===== config.mk =====
export PLATFORM = sky130hd
export DESIGN_NAME = fifo_rd_stream
export DESIGN_NICKNAME = d
export VERILOG_FILES = /design/src/rtl/fifo_rd_stream.sv
export SDC_FILE = /design/constraint.sdc
export NUM_CORES = 1
export LEC_CHECK = 0
export ABC_AREA = 1
export CAP_MARGIN = 20
export CORE_MARGIN = 3
export CORE_UTILIZATION = 35
export DETAILED_ROUTE_END_ITERATION = 16
export GPL_TIMING_DRIVEN = 0
export PLACE_DENSITY = 0.59
export SYNTH_ARGS = -nofsm -noshare
export SYNTH_HDL_FRONTEND = slang
export SYNTH_SLANG_ARGS = --single-unit

===== constraint.sdc =====
create_clock -name r_clk -period 2.2 [get_ports r_clk]
set_input_delay 0.44 -clock r_clk [delete_from_list [all_inputs] [get_ports r_clk]]
set_output_delay 0.44 -clock r_clk [all_outputs]
set_load 0.005 [all_outputs]

===== src/rtl/fifo_rd_stream.sv =====
// -----------------------------------------------------------------------------
// fifo_rd_stream
//   Read-side drain stage for the async FIFO (r_clk domain). Pops the FIFO
//   read port (1-cycle registered read latency) whenever the 2-entry output
//   buffer can absorb the returning word, and re-presents the data as a
//   valid/ready stream framed into packets of PKT_LEN beats.
//
//   Optional build macro: FIFO_RD_STREAM_STAT_EN
//     Adds beat_total (handshake count, wraps) and stall_cnt (cycles with
//     m_valid & !m_ready, saturating). Both clear on r_rst or flush.
//
// Ports
//   r_clk        read-domain clock
//   r_rst        asynchronous active-high reset
//   enable       1 = allowed to issue new FIFO pops
//   flush        synchronous clear of buffer, in-flight pop and beat counter
//   empty        FIFO empty flag
//   read_data    FIFO read data, valid the cycle after an accepted pop
//   read_enable  FIFO pop strobe (combinational)
//   m_valid      output beat valid
//   m_data       output beat data
//   m_last       last beat of packet
//   m_ready      downstream ready
//   beat_total   (STAT_EN only) handshakes since clear, wraps at 16 bits
//   stall_cnt    (STAT_EN only) stalled cycles since clear, saturates
// -----------------------------------------------------------------------------
module fifo_rd_stream #(
  parameter int DATA_W  = 8,
  parameter int PKT_LEN = 16
) (
  input  logic              r_clk,
  input  logic              r_rst,
  input  logic              enable,
  input  logic              flush,
  input  logic              empty,
  input  logic [DATA_W-1:0] read_data,
  output logic              read_enable,
  output logic              m_valid,
  output logic [DATA_W-1:0] m_data,
  output logic              m_last,
  input  logic              m_ready
`ifdef FIFO_RD_STREAM_STAT_EN
  ,
  output logic [15:0]       beat_total,
  output logic [15:0]       stall_cnt
`endif
);

  localparam int               CNT_W     = $clog2(PKT_LEN + 1);
  localparam logic [CNT_W-1:0] LAST_BEAT = CNT_W'(PKT_LEN - 1);

  logic [DATA_W-1:0] head_q;
  logic [DATA_W-1:0] tail_q;
  logic [1:0]        occ;
  logic              inflight;
  logic [CNT_W-1:0]  beat_cnt;
  logic              hs;
  logic [2:0]        level;
  logic              pop;

  // A pop is only issued if the word returning next cycle is guaranteed a
  // slot: buffered + in-flight words, less the one leaving now, must be < 2.
  always_comb begin
    hs    = m_valid & m_ready;
    level = {1'b0, occ} + {2'b00, inflight};
    pop   = enable & ~empty & ~flush & ~r_rst & (level < (3'd2 + {2'b00, hs}));
  end

  assign read_enable = pop;
  assign m_valid     = (occ != 2'd0);
  assign m_data      = head_q;
  assign m_last      = m_valid & (beat_cnt == LAST_BEAT);

  always_ff @(posedge r_clk or posedge r_rst) begin
    if (r_rst) begin
      occ      <= '0;
      inflight <= 1'b0;
      head_q   <= '0;
      tail_q   <= '0;
      beat_cnt <= '0;
    end else if (flush) begin
      // Clearing inflight drops the word returning from last cycle's pop.
      occ      <= '0;
      inflight <= 1'b0;
      beat_cnt <= '0;
    end else begin
      inflight <= pop;
      case ({inflight, hs})
        2'b10: begin
          if (occ == 2'd0) head_q <= read_data;
          else             tail_q <= read_data;
          occ <= occ + 2'd1;
        end
        2'b01: begin
          head_q <= tail_q;
          occ    <= occ - 2'd1;
        end
        2'b11: begin
          // Simultaneous read and write: occupancy unchanged, order kept.
          if (occ == 2'd1) begin
            head_q <= read_data;
          end else begin
            head_q <= tail_q;
            tail_q <= read_data;
          end
        end
        default: ;
      endcase
      if (hs) beat_cnt <= (beat_cnt == LAST_BEAT) ? '0 : beat_cnt + CNT_W'(1);
    end
  end

`ifdef FIFO_RD_STREAM_STAT_EN
  always_ff @(posedge r_clk or posedge r_rst) begin
    if (r_rst) begin
      beat_total <= '0;
      stall_cnt  <= '0;
    end else if (flush) begin
      beat_total <= '0;
      stall_cnt  <= '0;
    end else begin
      if (hs) beat_total <= beat_total + 16'd1;
      if (m_valid && !m_ready && (stall_cnt != '1)) stall_cnt <= stall_cnt + 16'd1;
    end
  end
`endif

  occ_bound: assert property (@(posedge r_clk) disable iff (r_rst) occ <= 2'd2);
  no_overwrite: assert property (@(posedge r_clk) disable iff (r_rst)
                                 (inflight && !hs && !flush) |-> (occ < 2'd2));

endmodule


==> impl_metrics.ini, run 1 <==
[status]
status = finished, final reports clean

[timing]
relSlewSlack_pct = 59.66
period_share_pct = 92.96
setup_ws_ns = 0.1549
hold_viol = 0
rsz0062_at_grt = no
setup_violations = 0
fmax_mhz = 489.0
drv_slew = 0
period_minus_slack_ns = 2.045
worst_slew_pin_slew_ns = 0.6017
finClkSkew_ns = 0.003751

[placed_design]
dpl.cell_count = 240
dpl_cell_area_um2 = 1643
place_congestion = 0.7516
portBuffers = 24
pre_cts_slack_ns = -0.7641
hpwl_um = 2140

[cells_and_area]
syn_to_final_growth_pct = 31.07
layout_commonest_cell = nand2_1
num_antenna_cells = 0
fin_nets = 225
fin_area_um2 = 1763
drive_above_1_share_pct = 18.05
final_cell_mix = nand2_1, inv_1, dfrtp_1, clkdlybuf4s50_1, nand3_1
layout.cells.non_filler = 251
fin_util_pct = 50.07

[global_routing]
grtUsageMet3_pct = 3.941
grt_pass1_wl_um = 5112
antenna_found_initial = 0
grt_pass1_vias = 1075
grt_overflow = 0
met1_usage_pct = 20.96
grtUsageTotal_pct = 14.76
grt_max_degree = 14
busiest_layer = met2
grt_use_met2_pct = 22.62

[clocking]
cts_tree = yes
cts_buffers = 3
clockRootBuffer = clkbuf_8
path_clk_slew_ns = 0.08
cts_max_level = 1
clk_path_buf_depth = 2
clock-sinks = 24
clk_latency_ns = 0.26

[yosys]
synth-compound-area-share_pct = 7.163
ys_ff_latch = 24
synthCells = 170
syn-cell-area_um2 = 1345
syn_nets = 189
ys_seq_area_share_pct = 44.65
synth_mux_area_share_pct = 0
ys_types = 22
yosys_warnings = 0
synth_top_family_by_area = simple AND/OR/NAND/NOR gates
synthSimpleGateAreaFrac_pct = 32.28
synthXorXnorAreaFrac_pct = 0
synth.avg_cell_area_um2 = 7.912
synthAdderAreaFrac_pct = 4.651

[floorplan]
core_area_um2 = 3521
die_y_um = 67.99
start_util_pct = 38.20
dieArea_um2 = 4623
fp.dieW_um = 67.99
io_pins = 25
num_rows = 21

[power_and_ir_drop]
p_leak_nw = 0.8997
power_density_nw_per_um2 = 968.4
ir_drop_uv = 391.6

[routing]
vias_per_cell = 4.717
dr.first_iter.drc_count = 67
vias = 1184
wl_per_cell_um = 12.22
drc = 0
ant_nets = 0
finalWirelength_um = 3067
firstDrtPassIters = 4

[hold_path]
min_path_type = register to register

[critical_path]
crit_path_max_fanout = 5
cp-start-kind = register
cpMaxStageDelayCell = clkdlybuf4s50_1
crit_chain = inv_1 > ha_4 > nor3_1 > clkdlybuf4s50_1
critPathCaptureType = output port
worstPathArrival_ns = 1.61
critPathKind = register to output port
required_ns = 1.76
cpPeakStageDelay_ns = 0.52

[run]
maxCapViolCount = 0
logic make-up after synthesis:
group	count (synthesis)
buffers and inverters	34
AO/OA/AOI/OAI	13
flip-flops	24
adder cells (fa/ha/maj)	5
AND/OR/NAND/NOR	94
cell type report:
type / instances / area, um2
fillers: 364 / 1758
inverters: 32 / 128.9
flip-flops and latches: 24 / 600.6
plain buffers: 2 / 26.28
clock buffers: 4 / 55.05
multi-input cells: 112 / 609.3
well taps: 46 / 57.56
repair inverters: 1 / 5.005
repair buffers: 30 / 280.3
through the flow:
step / TNS, ns / total power [mW] / hold WS (ns)
2_1_floorplan: 0 / 1.088 / 0.4550
3_3_place_gp: -0.7180 / 1.336 / 0.4626
3_5_place_dp: -0.7641 / 1.361 / 0.4686
4_1_cts: 0 / 1.692 / 0.4900
5_1_grt: 0 / 1.860 / 0.5026
6_report: 0 / 1.707 / 0.4845
cells in the mapped netlist:
cell type / instances / area, um2
nand2_1: 51 / 191.4
nand3_2: 2 / 20.02
buf_6: 1 / 11.26
a21oi_1: 3 / 15.01
o21ai_2: 8 / 70.07
a31oi_1: 1 / 6.260
nand4_1: 4 / 25.02
ha_1: 5 / 62.56
buf_8: 1 / 15.01
inv_6: 1 / 8.760
o21ai_0: 1 / 5.000
inv_1: 29 / 108.9
nor3_1: 1 / 5.000
nor2_2: 1 / 6.260
nor2_4: 1 / 11.26
or2_1: 1 / 6.260
inv_2: 2 / 7.510
dfrtp_1: 24 / 600.6
nand2_2: 4 / 25.02
nand3_1: 22 / 110.1
nand2_4: 1 / 11.26
nor2_1: 6 / 22.52
sequential cells by signal (all words and copies together) (netlist names):
register,count
beat_cnt,5
inflight,1
m_data,8
occ,2
tail_q,8
timing repair:
item	4_1_cts	5_1_grt
gates cloned	1	0
buffers inserted	3	3
hold buffers	0	0
endpoints found under the setup margin	2	2
pin swaps	0	1
resized for setup	3	4
power breakdown:
group / switching (mW) / internal, mW / total, mW / leakage [nW]
Sequential: 0.0869 / 0.595 / 0.682 / 0.313
Clock: 0.137 / 0.160 / 0.297 / 0.0288
Combinational: 0.354 / 0.374 / 0.729 / 0.557
metal layers:
metal | vias to the layer above | routed length, um
met2 | 24 | 1485
met1 | 555 | 1437
met5 | - | 0
li1 | 603 | -
met3 | 2 | 127
met4 | 0 | 17
critical path, delay by kind of cell (launching register included):
kind          cells  cell delay (ns)
fa+ha+maj         1             0.19
flops             1             0.37
simple gates      1             0.16
buf+inv           2             0.61
worst paths after layout:
path	from	to	slack (ns)	depth (start not counted)
worst max-delay path	occ[1]	m_last	0.15	4
worst min-delay path	m_data[6]	m_data[6]	0.48	2
worst max register to register	occ[0]	tail_q[0]	0.71	7
worst min register to register	m_data[6]	m_data[6]	0.48	2
max in group asynchronous	r_rst	m_data[0]	1.23	2
min in group asynchronous	r_rst	tail_q[6]	0.64	3
No activity file was read; power rests on OpenSTA's default activity.
==> run 2: changes to the inputs <==
CELL_PAD_IN_SITES_DETAIL_PLACEMENT = 0   (was default)
CELL_PAD_IN_SITES_GLOBAL_PLACEMENT = 2   (was default)
CORE_UTILIZATION = 32   (was 35)
PLACE_DENSITY = 0.86   (was 0.59)
==> run 2 against run 1 <==
Global-route usage down 1.2 points. Register-to-register slack better by 0.02 ns. Hold slack better by 0.0036 ns. Highest routed layer unchanged. Clock skew up 0.0032 ns. Die area up 8.5%. Power up 4.5%. Routed wire length up 2.8%. Sequential share of layout area down 0.22 points.
==> impl_metrics.ini, run 2 (synthesis results as in run 1) <==
[timing]
period_minus_slack_ns = 2.048
hold_viol = 0
drv_slew = 0
fmax_mhz = 488.2
setup_violations = 0
setup_ws_ns = 0.1517
finClkSkew_ns = 0.006960
worst_slew_pin_slew_ns = 0.5850
rsz0062_at_grt = no
tns_ns = 0
relSlewSlack_pct = 60.79
holdWs_ns = 0.4882
period_share_pct = 93.10

[critical_path]
path_delay_family = flip-flops
worstPathArrival_ns = 1.61
crit_chain = buf_4 > ha_1 > ha_1 > inv_1 > nand4_1 > a21oi_2 > clkbuf_2
worst-path-buf-inv = 3
critPathKind = register to output port
cpMostUsedCell = ha_1
required_ns = 1.76
cpPeakStageDelay_ns = 0.40
crit_path_max_fanout = 4
cp-start-kind = register
critPathCaptureType = output port
cpMaxStageDelayCell = dfrtp_1

[clocking]
path_clk_slew_ns = 0.09
clk_latency_ns = 0.27
clock-sinks = 24
clockRootBuffer = clkbuf_8
clk_path_buf_depth = 2
cts_tree = yes
cts_buffers = 3
cts_max_level = 1

[global_routing]
grtUsageMet3_pct = 1.847
met1_usage_pct = 19.82
grtUsageTotal_pct = 13.57
grt_use_met2_pct = 21.01
grt_pass1_wl_um = 5451
grt_max_degree = 15
antenna_found_initial = 0
busiest_layer = met2
grt_overflow = 0
grt_pass1_vias = 1148

[status]
status = finished, final reports clean

[routing]
vias = 1160
dr.first_iter.drc_count = 87
finalWirelength_um = 3152
ant_nets = 0
vias_per_cell = 4.603
wl_per_cell_um = 12.51
firstDrtPassIters = 4
drc = 0

[hold_path]
min_path_type = register to register

[cells_and_area]
syn_to_final_growth_pct = 31.91
fin_nets = 224
final_cell_mix = nand2_1, inv_1, dfrtp_1, nand3_1, clkdlybuf4s50_1
drive_above_1_share_pct = 18.63
layout.cells.non_filler = 252
fin_util_pct = 46.04
fin_area_um2 = 1774
num_antenna_cells = 0
layout_commonest_cell = nand2_1

[power_and_ir_drop]
power_density_nw_per_um2 = 1005
p_leak_nw = 0.9148
power_mw = 1.784
ir_drop_uv = 299.0

[placed_design]
hpwl_um = 2241
place_congestion = 0.7858
dpl_cell_area_um2 = 1645
portBuffers = 24
pre_cts_slack_ns = -0.7937
dpl.cell_count = 242

[floorplan]
dieArea_um2 = 5017
io_pins = 25
num_rows = 22
start_util_pct = 34.90
die_y_um = 70.83
fp.dieW_um = 70.83
core_area_um2 = 3854

[run]
maxCapViolCount = 0
run 2: routing by layer:
| layer | wire (um) | vias up |
|---|---|---|
| met5 | 0 | - |
| met4 | 18 | 0 |
| met3 | 147 | 2 |
| met2 | 1399 | 23 |
| met1 | 1587 | 535 |
| li1 | - | 600 |
run 2: worst reg2reg max path: stages, from the launching register on:
cell,delay (ns)
dfrtp_1,0.40
buf_4,0.16
ha_1,0.22
nand3_1,0.10
nand3_2,0.17
buf_8,0.22
nand2_2,0.06
o21ai_2,0.05
run 2: path summary, 6_finish.rpt:
| path | cells after the start | slack, ns | to | from |
|---|---|---|---|---|
| worst max-delay path | 7 | 0.15 | read_enable | occ[0] |
| worst min-delay path | 2 | 0.49 | tail_q[2] | tail_q[2] |
| worst max register to register | 7 | 0.73 | tail_q[0] | occ[0] |
| worst min register to register | 2 | 0.49 | tail_q[2] | tail_q[2] |
| max in group asynchronous | 2 | 1.24 | m_data[3] | r_rst |
| min in group asynchronous | 3 | 0.64 | m_data[6] | r_rst |
run 2: layout make-up:
class,instances,area [um2]
well taps,48,60.06
fillers,406,2079
inverters,32,128.9
clock inverters,1,30.03
plain buffers,2,26.28
repair inverters,1,5.005
clock buffers,3,41.29
multi-input cells,112,606.8
repair buffers,29,275.3
flip-flops and latches,24,600.6
run 2: where the power goes:
group	internal [mW]	switching (mW)
Sequential	0.595	0.0884
Clock	0.243	0.146
Combinational	0.360	0.351
run 2: what timing repair did:
item	in CTS	in global routing
endpoints found under the setup margin	2	2
buffers inserted	3	2
hold buffers	0	0
cloned	1	0
pin swaps	0	2
resized for setup	3	6
